===== config.mk =====
export PLATFORM = sky130hd
export DESIGN_NAME = ex_mem_wb_pipeline
export DESIGN_NICKNAME = d
export VERILOG_FILES = /design/src/rtl/ex_mem_wb_pipeline.sv
export SDC_FILE = /design/constraint.sdc
export NUM_CORES = 1
export LEC_CHECK = 0
export CORE_MARGIN = 8
export CORE_UTILIZATION = 41
export DETAILED_ROUTE_END_ITERATION = 8
export HOLD_SLACK_MARGIN = 0.12
export PLACE_DENSITY = 0.81
export SLEW_MARGIN = 5
export SYNTH_ARGS = -nofsm -noshare
export SYNTH_HDL_FRONTEND = slang
export SYNTH_SLANG_ARGS = --single-unit

===== constraint.sdc =====
create_clock -name clk -period 4.1 [get_ports clk]
set_input_delay 0.41 -clock clk [delete_from_list [all_inputs] [get_ports clk]]
set_output_delay 0.41 -clock clk [all_outputs]
set_load 0.02 [all_outputs]

===== src/rtl/ex_mem_wb_pipeline.sv =====
// ---------------------------------------------------------------------------
// ex_mem_wb_pipeline
//
// EX/MEM and MEM/WB pipeline register bank for the 5-stage MIPS core.
// The EX/MEM register captures the EX-stage result and control. A pending
// load/store drives a request/ready handshake to data memory. While memory
// has not answered, the front of the pipe is stalled and bubbles are fed
// into MEM/WB. The EX_MEM_* / MEM_WB_* outputs feed the forwarding unit.
//
// Optional feature: define MEM_TIMEOUT_EN to abort an access after
// TIMEOUT_CYCLES wait cycles. An aborted load writes 0, and o_mem_error
// becomes sticky until reset. Without the macro, o_mem_error is always 0.
//
// Ports:
//   clk, reset (async, active-high)
//   in_ID_EX_*            EX-stage instruction, control and operands
//   in_flush              turn the instruction being captured into a bubble
//   in_mem_ready/rdata    data-memory completion and load data
//   o_mem_req/we/addr/wdata  data-memory access
//   o_stall_upstream      PC, IF/ID and ID/EX must hold
//   o_EX_MEM_*, o_MEM_WB_*   forwarding/write-back view of the pipe regs
//   o_mem_error           sticky timeout flag
// ---------------------------------------------------------------------------
module ex_mem_wb_pipeline #(
    parameter int TIMEOUT_CYCLES = 16
) (
    input  logic        clk,
    input  logic        reset,
    input  logic        in_ID_EX_valid,
    input  logic        in_ID_EX_RegWrite,
    input  logic        in_ID_EX_MemRead,
    input  logic        in_ID_EX_MemWrite,
    input  logic        in_ID_EX_MemtoReg,
    input  logic [4:0]  in_ID_EX_Rd_address_5,
    input  logic [4:0]  in_ID_EX_Rs_address_5,
    input  logic [31:0] in_ALU_result_32,
    input  logic [31:0] in_ID_EX_Rt_data_32,
    input  logic        in_flush,
    input  logic        in_mem_ready,
    input  logic [31:0] in_mem_rdata_32,
    output logic        o_mem_req,
    output logic        o_mem_we,
    output logic [31:0] o_mem_addr_32,
    output logic [31:0] o_mem_wdata_32,
    output logic        o_stall_upstream,
    output logic        o_EX_MEM_RegWrite,
    output logic [4:0]  o_EX_MEM_Rd_address_5,
    output logic [4:0]  o_EX_MEM_Rs_address_5,
    output logic [31:0] o_EX_MEM_ALU_result_32,
    output logic        o_MEM_WB_RegWrite,
    output logic [4:0]  o_MEM_WB_Rd_address_5,
    output logic [31:0] o_MEM_WB_write_data_32,
    output logic        o_mem_error
);

    typedef enum logic {
        S_IDLE = 1'b0,
        S_WAIT = 1'b1
    } mem_state_t;

    mem_state_t state, state_next;

    logic        exm_valid;
    logic        exm_regwrite;
    logic        exm_memread;
    logic        exm_memwrite;
    logic        exm_memtoreg;
    logic [4:0]  exm_rd;
    logic [4:0]  exm_rs;
    logic [31:0] exm_alu;
    logic [31:0] exm_wdata;

    logic        mwb_regwrite;
    logic [4:0]  mwb_rd;
    logic [31:0] mwb_data;

    logic        pending;
    logic        timeout;
    logic        stall;
    logic        capture_bubble;
    logic [31:0] load_data;

    assign pending = exm_valid & (exm_memread | exm_memwrite);

`ifdef MEM_TIMEOUT_EN
    localparam int CNT_W = (TIMEOUT_CYCLES > 1) ? $clog2(TIMEOUT_CYCLES) : 1;

    logic [CNT_W-1:0] wait_cnt;
    logic             mem_error;

    // Abort on the last allowed wait cycle if memory still has not answered:
    // one stall cycle is spent in IDLE, TIMEOUT_CYCLES-1 more in WAIT.
    assign timeout = (state == S_WAIT) && !in_mem_ready &&
                     (wait_cnt == CNT_W'(TIMEOUT_CYCLES - 1));

    always_ff @(posedge clk or posedge reset) begin
        if (reset) begin
            wait_cnt  <= '0;
            mem_error <= 1'b0;
        end else begin
            if (state == S_WAIT) begin
                wait_cnt <= wait_cnt + 1'b1;
            end else begin
                wait_cnt <= '0;
            end
            if (timeout) begin
                mem_error <= 1'b1;
            end
        end
    end

    assign o_mem_error = mem_error;
`else
    // Accesses never time out; TIMEOUT_CYCLES has no effect in this build.
    assign timeout     = (TIMEOUT_CYCLES < 0);
    assign o_mem_error = 1'b0;
`endif

    // Combinational from in_mem_ready so a zero-wait access never stalls.
    assign stall = pending & ~in_mem_ready & ~timeout;

    // ---- MEM FSM ----
    always_ff @(posedge clk or posedge reset) begin
        if (reset) begin
            state <= S_IDLE;
        end else begin
            state <= state_next;
        end
    end

    always_comb begin
        state_next = state;
        case (state)
            S_IDLE: begin
                if (pending && !in_mem_ready) begin
                    state_next = S_WAIT;
                end
            end
            S_WAIT: begin
                if (in_mem_ready || timeout) begin
                    state_next = S_IDLE;
                end
            end
            default: state_next = S_IDLE;
        endcase
    end

    // ---- EX/MEM register ----
    assign capture_bubble = in_flush | ~in_ID_EX_valid;

    always_ff @(posedge clk or posedge reset) begin
        if (reset) begin
            exm_valid    <= 1'b0;
            exm_regwrite <= 1'b0;
            exm_memread  <= 1'b0;
            exm_memwrite <= 1'b0;
            exm_memtoreg <= 1'b0;
            exm_rd       <= '0;
            exm_rs       <= '0;
            exm_alu      <= '0;
            exm_wdata    <= '0;
        end else if (!stall) begin
            if (capture_bubble) begin
                exm_valid    <= 1'b0;
                exm_regwrite <= 1'b0;
                exm_memread  <= 1'b0;
                exm_memwrite <= 1'b0;
                exm_memtoreg <= 1'b0;
                exm_rd       <= '0;
                exm_rs       <= '0;
                exm_alu      <= '0;
                exm_wdata    <= '0;
            end else begin
                exm_valid    <= 1'b1;
                exm_regwrite <= in_ID_EX_RegWrite;
                exm_memread  <= in_ID_EX_MemRead;
                exm_memwrite <= in_ID_EX_MemWrite;
                exm_memtoreg <= in_ID_EX_MemtoReg;
                exm_rd       <= in_ID_EX_Rd_address_5;
                exm_rs       <= in_ID_EX_Rs_address_5;
                exm_alu      <= in_ALU_result_32;
                exm_wdata    <= in_ID_EX_Rt_data_32;
            end
        end
    end

    // ---- MEM/WB register ----
    // An aborted load has no valid read data and writes 0 instead.
    assign load_data = timeout ? 32'd0 : in_mem_rdata_32;

    always_ff @(posedge clk or posedge reset) begin
        if (reset) begin
            mwb_regwrite <= 1'b0;
            mwb_rd       <= '0;
            mwb_data     <= '0;
        end else if (stall) begin
            mwb_regwrite <= 1'b0;
        end else begin
            // Stores never write the register file.
            mwb_regwrite <= exm_valid & exm_regwrite & ~exm_memwrite;
            mwb_rd       <= exm_rd;
            mwb_data     <= exm_memtoreg ? load_data : exm_alu;
        end
    end

    assign o_mem_req              = pending;
    assign o_mem_we               = pending & exm_memwrite;
    assign o_mem_addr_32          = exm_alu;
    assign o_mem_wdata_32         = exm_wdata;
    assign o_stall_upstream       = stall;
    assign o_EX_MEM_RegWrite      = exm_valid & exm_regwrite;
    assign o_EX_MEM_Rd_address_5  = exm_rd;
    assign o_EX_MEM_Rs_address_5  = exm_rs;
    assign o_EX_MEM_ALU_result_32 = exm_alu;
    assign o_MEM_WB_RegWrite      = mwb_regwrite;
    assign o_MEM_WB_Rd_address_5  = mwb_rd;
    assign o_MEM_WB_write_data_32 = mwb_data;

endmodule


==> summary.md, run 1 <==
| Metric | Value |
|---|---|
| Status | finished clean |
| Largest cells by area after synthesis | dfrtp_1, mux2i_1, nand2_1, mux2_2, buf_4 |
| Setup slack after placement | 1.71 ns |
| Post-synth top area share | 53.6% |
| CTS buffer count | 17 |
| CP Class | reg -> out |
| Yosys cell types | 20 |
| Commonest cells post-synth | dfrtp_1, nand2_1, inv_1 |
| Final Cycle Share | 51.4% |
| DRC viols | 0 |
| Final setup margin | 1.99 ns |
| First-pass GRT wire length | 25500 µm |
| Critical path fanouts, max | 4 |
| Final wirelength | 15700 µm |
| Max Slew Vio Count | 0 |
| Slowest CP cell | clkdlybuf4s50_1 |
| Clk_lat worst skew | 0.41 ns |
| Crit path buffers/inverters | 1 |
| Row count | 42 |
| Max_cap viols | 0 |
| Pwr Total | 3.18 mW |
| Die Span Y | 131 µm |
| Startpoint types | register |
| Final ANT Viol Nets | 0 |
| Sequential-to-total area share from yosys stat | 53.6% |
| Routed via count | 4336 |
| HP Class | reg -> reg |
| Worst r2r src | exm_memwrite |
| Hold Fails Final Rpt | 0 |
| Net Count, Synth | 638 |
| Critical Path RT | 3.69 ns |
| Reg2Reg Setup Slack | 2.25 ns |
| Clk sinks | 117 |
| RSZ-0062 raised after global routing | false |
| H-tree lvl count | 4 |
| Leak pwr | 3.54 nW |
| ANT cells | 0 |
| WL/cell | 16.8 µm |
| Maximum vdd drop | 218 µV |
| Root Driver | clkbuf_16 |
| Yosys reg bits | 117 |
| I/O pins | 264 |
| Final nets | 862 |
| Number of flops mapped to enable cells by yosys | 0 |
| CP cell instances | o21ai_2 > nor2_4 > clkdlybuf4s50_1 |
| Hold-fix buffers, CTS | 0 |
| Tmin final | 2.11 ns |
| Max incr delay on CP | 0.64 ns |
| Pre-Repair DR Iteration Count | 4 |
| Setup TNS | 0 ns |
| Worst setup path start | exm_memwrite |
| Die W | 131 µm |
| Async set or reset register ratio after synthesis | 100% |
| Avg Cell Area, Syn | 10.5 µm² |
| FMAX | 475 MHz |
| Sum of net half-perimeters after detailed placement | 11400 µm |
| Layout cells sized above 1 | 9.35% |
| Most frequent cell after synthesis | dfrtp_1 |
| Hold Path Origin | o_MEM_WB_write_data_32[31] |
| CP delay by family, top | buffers and inverters |
| Clk slew on worst S/H paths | 0.05 ns |
| DR iter-0 viols | 126 |
| Gr ovfl total | 0 |
| Syn. warnings | 0 |
| Full die area | 0.0173 mm² |
| Initial antenna violation count | 0 |
| Synth Flop Type | dfrtp_1 |
| Post-CTS sizing | 0 |
| RD Place Congestion | 0.837 |
| CTS tree | yes |
| Setup violators final | 0 |
| Clk buf depth | 2 |
| WP data arrival | 1.70 ns |
| Dominant cell type by area after synthesis | dfrtp_1 |
| DR vias/cell | 4.64 |
| Pwr Density | 372 mW/mm² |
| Layout-stage area growth over the synthesis result | 56.0% |
| Largest net degree at the start of global routing | 118 |
| Initial core utilization | 41.6% |
| Cells after Synth | 523 |
| Core region area | 0.0131 mm² |
| Port Buffers | 262 |
| Synth Cell Area | 0.00547 mm² |
| Number of global-route vias before repair | 4814 |
| Crit. End Element | output pin |
| Relative slew slack | 31.8% |
| Post CTS Setup Buffer Count | 0 |
| Clk_skew | 0.00849 ns |
| GRT Total Usage | 18.4% |
| Worst-margin pin slew | 1.02 ns |
registers in the layout, indices dropped and copies added (netlist names):
name / flops
exm_valid: 1
o_MEM_WB_write_data_32: 32
o_EX_MEM_Rs_address_5: 5
exm_memtoreg: 1
o_MEM_WB_Rd_address_5: 5
exm_memwrite: 1
o_EX_MEM_ALU_result_32: 32
o_EX_MEM_Rd_address_5: 5
exm_regwrite: 1
exm_memread: 1
o_MEM_WB_RegWrite: 1
o_mem_wdata_32: 32
through the flow:
stage	hold WS, ns	cells	area [µm²]	util (%)
2_1_floorplan	0.468	523	5470	-
3_3_place_gp	0.475	904	7960	60.6
3_5_place_dp	0.481	904	7960	60.6
4_1_cts	0.493	935	8530	64.9
5_1_grt	0.496	935	8530	64.9
6_report	0.487	935	8530	64.9
logic make-up (layout without fill, tap and decap cells):
logic type	count (synthesis)	count (layout)	share of synthesized area [%]
muxes	113	113	21.5
buffers and inverters	139	375	12.9
DFF	117	117	53.6
AOI/OAI and AO/OA	35	35	3.27
other	1	1	0.0686
and+or+nand+nor	118	118	8.63
report_power, final:
| part | switching [mW] | total, mW | internal [mW] |
|---|---|---|---|
| registers | 0.0467 | 1.26 | 1.22 |
| logic | 0.238 | 0.515 | 0.277 |
| clock network | 0.473 | 1.40 | 0.923 |
| total | 0.758 | 3.18 | 2.42 |
final timing paths:
path / end / cells after the start
max in group asynchronous: exm_memtoreg / 3
hold / removal: o_MEM_WB_write_data_32[31] / 1
hold reg to reg: o_MEM_WB_write_data_32[31] / 1
setup reg to reg: o_MEM_WB_write_data_32[8] / 4
setup / recovery: o_stall_upstream / 3
min in group asynchronous: o_mem_wdata_32[28] / 2
final cells by class:
| class | count | area, µm² |
|---|---|---|
| tap | 176 | 220 |
| timing repair buffer | 266 | 2680 |
| clock inverter | 3 | 40.0 |
| sequential | 117 | 2930 |
| fill | 1042 | 4610 |
| inverter | 78 | 295 |
| clock buffer | 28 | 527 |
| multi-input combinational | 267 | 1840 |
per-layer routing:
layer  GRT usage (%)  up-vias  wire length, µm
met5               0        -                0
met4            9.57        0              487
met3            8.12       31             1380
met2            31.7      178             8010
met1            18.6     2077             5820
li1                -     2050                -
worst reg2reg max path, stage by stage (launching register included):
cell and delay, ns:
dfrtp_1 0.41, o21ai_2 0.11, nor2_4 0.12, buf_12 0.56, mux2_2 0.53
placed cells by master, fill, tap and decap left out:
| cell | n |
|---|---|
| and2_1 | 2 |
| buf_12 | 2 |
| buf_4 | 2 |
| bufinv_16 | 1 |
| clkbuf_1 | 5 |
| clkbuf_16 | 17 |
| clkbuf_8 | 6 |
| clkdlybuf4s50_1 | 262 |
| clkinv_2 | 2 |
| conb_1 | 1 |
| dfrtp_1 | 116 |
| dfrtp_2 | 1 |
| inv_1 | 77 |
| inv_4 | 1 |
| mux2_1 | 2 |
| mux2_2 | 35 |
| mux2i_1 | 76 |
| nand2_1 | 110 |
| nand3b_1 | 2 |
| nor2_4 | 1 |
| nor2b_4 | 1 |
| nor3b_1 | 1 |
| o21ai_0 | 34 |
| o21ai_2 | 1 |
| or2_2 | 1 |
Note: power is estimated with default switching activity, not from simulation.
==> inputs of run 2 (changes only) <==
Clock period 4.1 ns to 2.1 ns, I/O delays scaled along.
==> run 2 against run 1 <==
Effect of this change: sequential share of layout area down 0.64 points; sequential power up 96%; final cell count up 1.1%; largest power group unchanged; first-iteration DRC count up 11%; combinational power up 98%; utilization up 1.2 points; total power up 110%; clock skew down 0.0016 ns; global-route usage up 0.11 points; final area up 1.9%; clock power up 120%.
==> summary.md, run 2 (synthesis gave the netlist of run 1 again) <==
| Metric | Value |
|---|---|
| WP data arrival | 1.71 ns |
| RD Place Congestion | 0.855 |
| GRT Total Usage | 18.5% |
| Clk_skew | 0.00689 ns |
| Final wirelength | 15900 µm |
| Layout cells sized above 1 | 10.8% |
| HP Class | in -> async |
| Startpoint types | register |
| Row count | 42 |
| Commonest non-fill, non-tap cell in the layout | clkdlybuf4s50_1 |
| Hold Fails Final Rpt | 0 |
| DR vias/cell | 4.64 |
| Number of global-route vias before repair | 4937 |
| Initial antenna violation count | 0 |
| Gr ovfl total | 0 |
| Worst setup path start | exm_valid |
| CTS buffer count | 17 |
| Routed via count | 4382 |
| Setup slack after placement | 0.218 ns |
| Die W | 131 µm |
| Maximum vdd drop | 371 µV |
| FF/Latch Area | 0.00293 mm² |
| Clk buf depth | 2 |
| Critical Path RT | 1.89 ns |
| CP cell instances | o21ai_2 > nor2_4 > clkdlybuf4s50_1 |
| I/O pins | 264 |
| Status | finished clean |
| Max Slew Vio Count | 0 |
| Pre-Repair DR Iteration Count | 4 |
| RSZ-0062 raised after global routing | false |
| FILL cells | 1008 |
| CP Class | reg -> out |
| Max incr delay on CP | 0.64 ns |
| Die Span Y | 131 µm |
| Setup violators final | 0 |
| Multi-input logic area | 0.00184 mm² |
| Hold-fix buffers, CTS | 0 |
| Slowest CP cell | clkdlybuf4s50_1 |
| Final setup margin | 0.183 ns |
| Full die area | 0.0173 mm² |
| Relative slew slack | 36.1% |
| RR Endpoint | o_mem_wdata_32[21] |
| Worst r2r src | exm_valid |
| Final Cycle Share | 91.3% |
| Crit. End Element | output pin |
| Initial core utilization | 41.6% |
| DRC viols | 0 |
| Post CTS Setup Buffer Count | 0 |
| Max_cap viols | 0 |
| Commonest non-fill, non-tap cells in the layout | clkdlybuf4s50_1, dfrtp_1, nand2_1 |
| Layout-stage area growth over the synthesis result | 59.0% |
| Reg2Reg Setup Slack | 0.41 ns |
| Worst-margin pin slew | 0.959 ns |
| Clk sinks | 117 |
| Port Buffers | 262 |
| Final nets | 872 |
| Setup TNS | 0 ns |
| ANT cells | 0 |
| Reg2reg path depth | 5 |
| Sum of net half-perimeters after detailed placement | 11900 µm |
| Root Driver | clkbuf_16 |
| Tmin final | 1.92 ns |
| Clk_lat worst skew | 0.40 ns |
| Largest net degree at the start of global routing | 93 |
| CTS tree | yes |
| Pwr Density | 762 mW/mm² |
| Core region area | 0.0131 mm² |
| FMAX | 522 MHz |
| Leak pwr | 3.62 nW |
| First-pass GRT wire length | 25800 µm |
| Critical path fanouts, max | 5 |
| DR iter-0 viols | 140 |
| Clk slew on worst S/H paths | 0.05 ns |
| Post-CTS sizing | 0 |
| H-tree lvl count | 4 |
| WL/cell | 16.8 µm |
| Final ANT Viol Nets | 0 |
==> run 2: critical path: cells and delay by family (launching register included) <==
| family | cells | cell delay [ns] |
|---|---|---|
| flops | 1 | 0.42 |
| buf+inv | 1 | 0.64 |
| simple gates | 1 | 0.13 |
| compound gates | 1 | 0.11 |
==> run 2: worst max-delay path by stage <==
| stage | end | slack (ns) | depth (start not counted) |
|---|---|---|---|
| CTS | o_stall_upstream | 0.16 | 3 |
| detailed placement | o_mem_wdata_32[21] | 0.22 | 5 |
| global placement | o_mem_wdata_32[8] | 0.31 | 5 |
| global route | o_stall_upstream | 0.11 | 3 |
| floorplan | exm_memread | 0.46 | 1 |
| finish | o_stall_upstream | 0.18 | 3 |
==> run 2: stage by stage <==
step	hold slack (ns)	instances	power (mW)	util, %	area (µm²)
2_1_floorplan	0.344	523	2.96	-	5470
3_3_place_gp	0.475	914	3.51	61.3	8050
3_5_place_dp	0.480	914	3.53	61.3	8050
4_1_cts	0.258	945	6.69	66.1	8690
5_1_grt	0.282	945	6.85	66.1	8690
6_report	0.269	945	6.62	66.1	8690
==> run 2: area by class of cell <==
type                       count  area share [%]
timing repair buffer         276            31.8
clock buffer                  22            5.34
clock inverter                 9            2.02
multi-input combinational    267            21.2
inverter                      78            3.41
sequential                   117            33.7
tap                          176            2.53
==> run 2: per-layer routing <==
| layer | GRT usage (%) | part of all wire [%] | routed length, µm |
|---|---|---|---|
| met4 | 7.40 | 2.1 | 337 |
| met5 | 0 | 0 | 0 |
| met1 | 19.5 | 39 | 6140 |
| met3 | 8.23 | 8.4 | 1330 |
| met2 | 31.9 | 51 | 8110 |
==> run 2: where the power goes <==
part,internal [mW],total (mW),leakage (nW),switching [mW]
Clock,2.16,3.13,0.306,0.978
Combinational,0.548,1.02,1.75,0.471
Sequential,2.38,2.47,1.57,0.0907
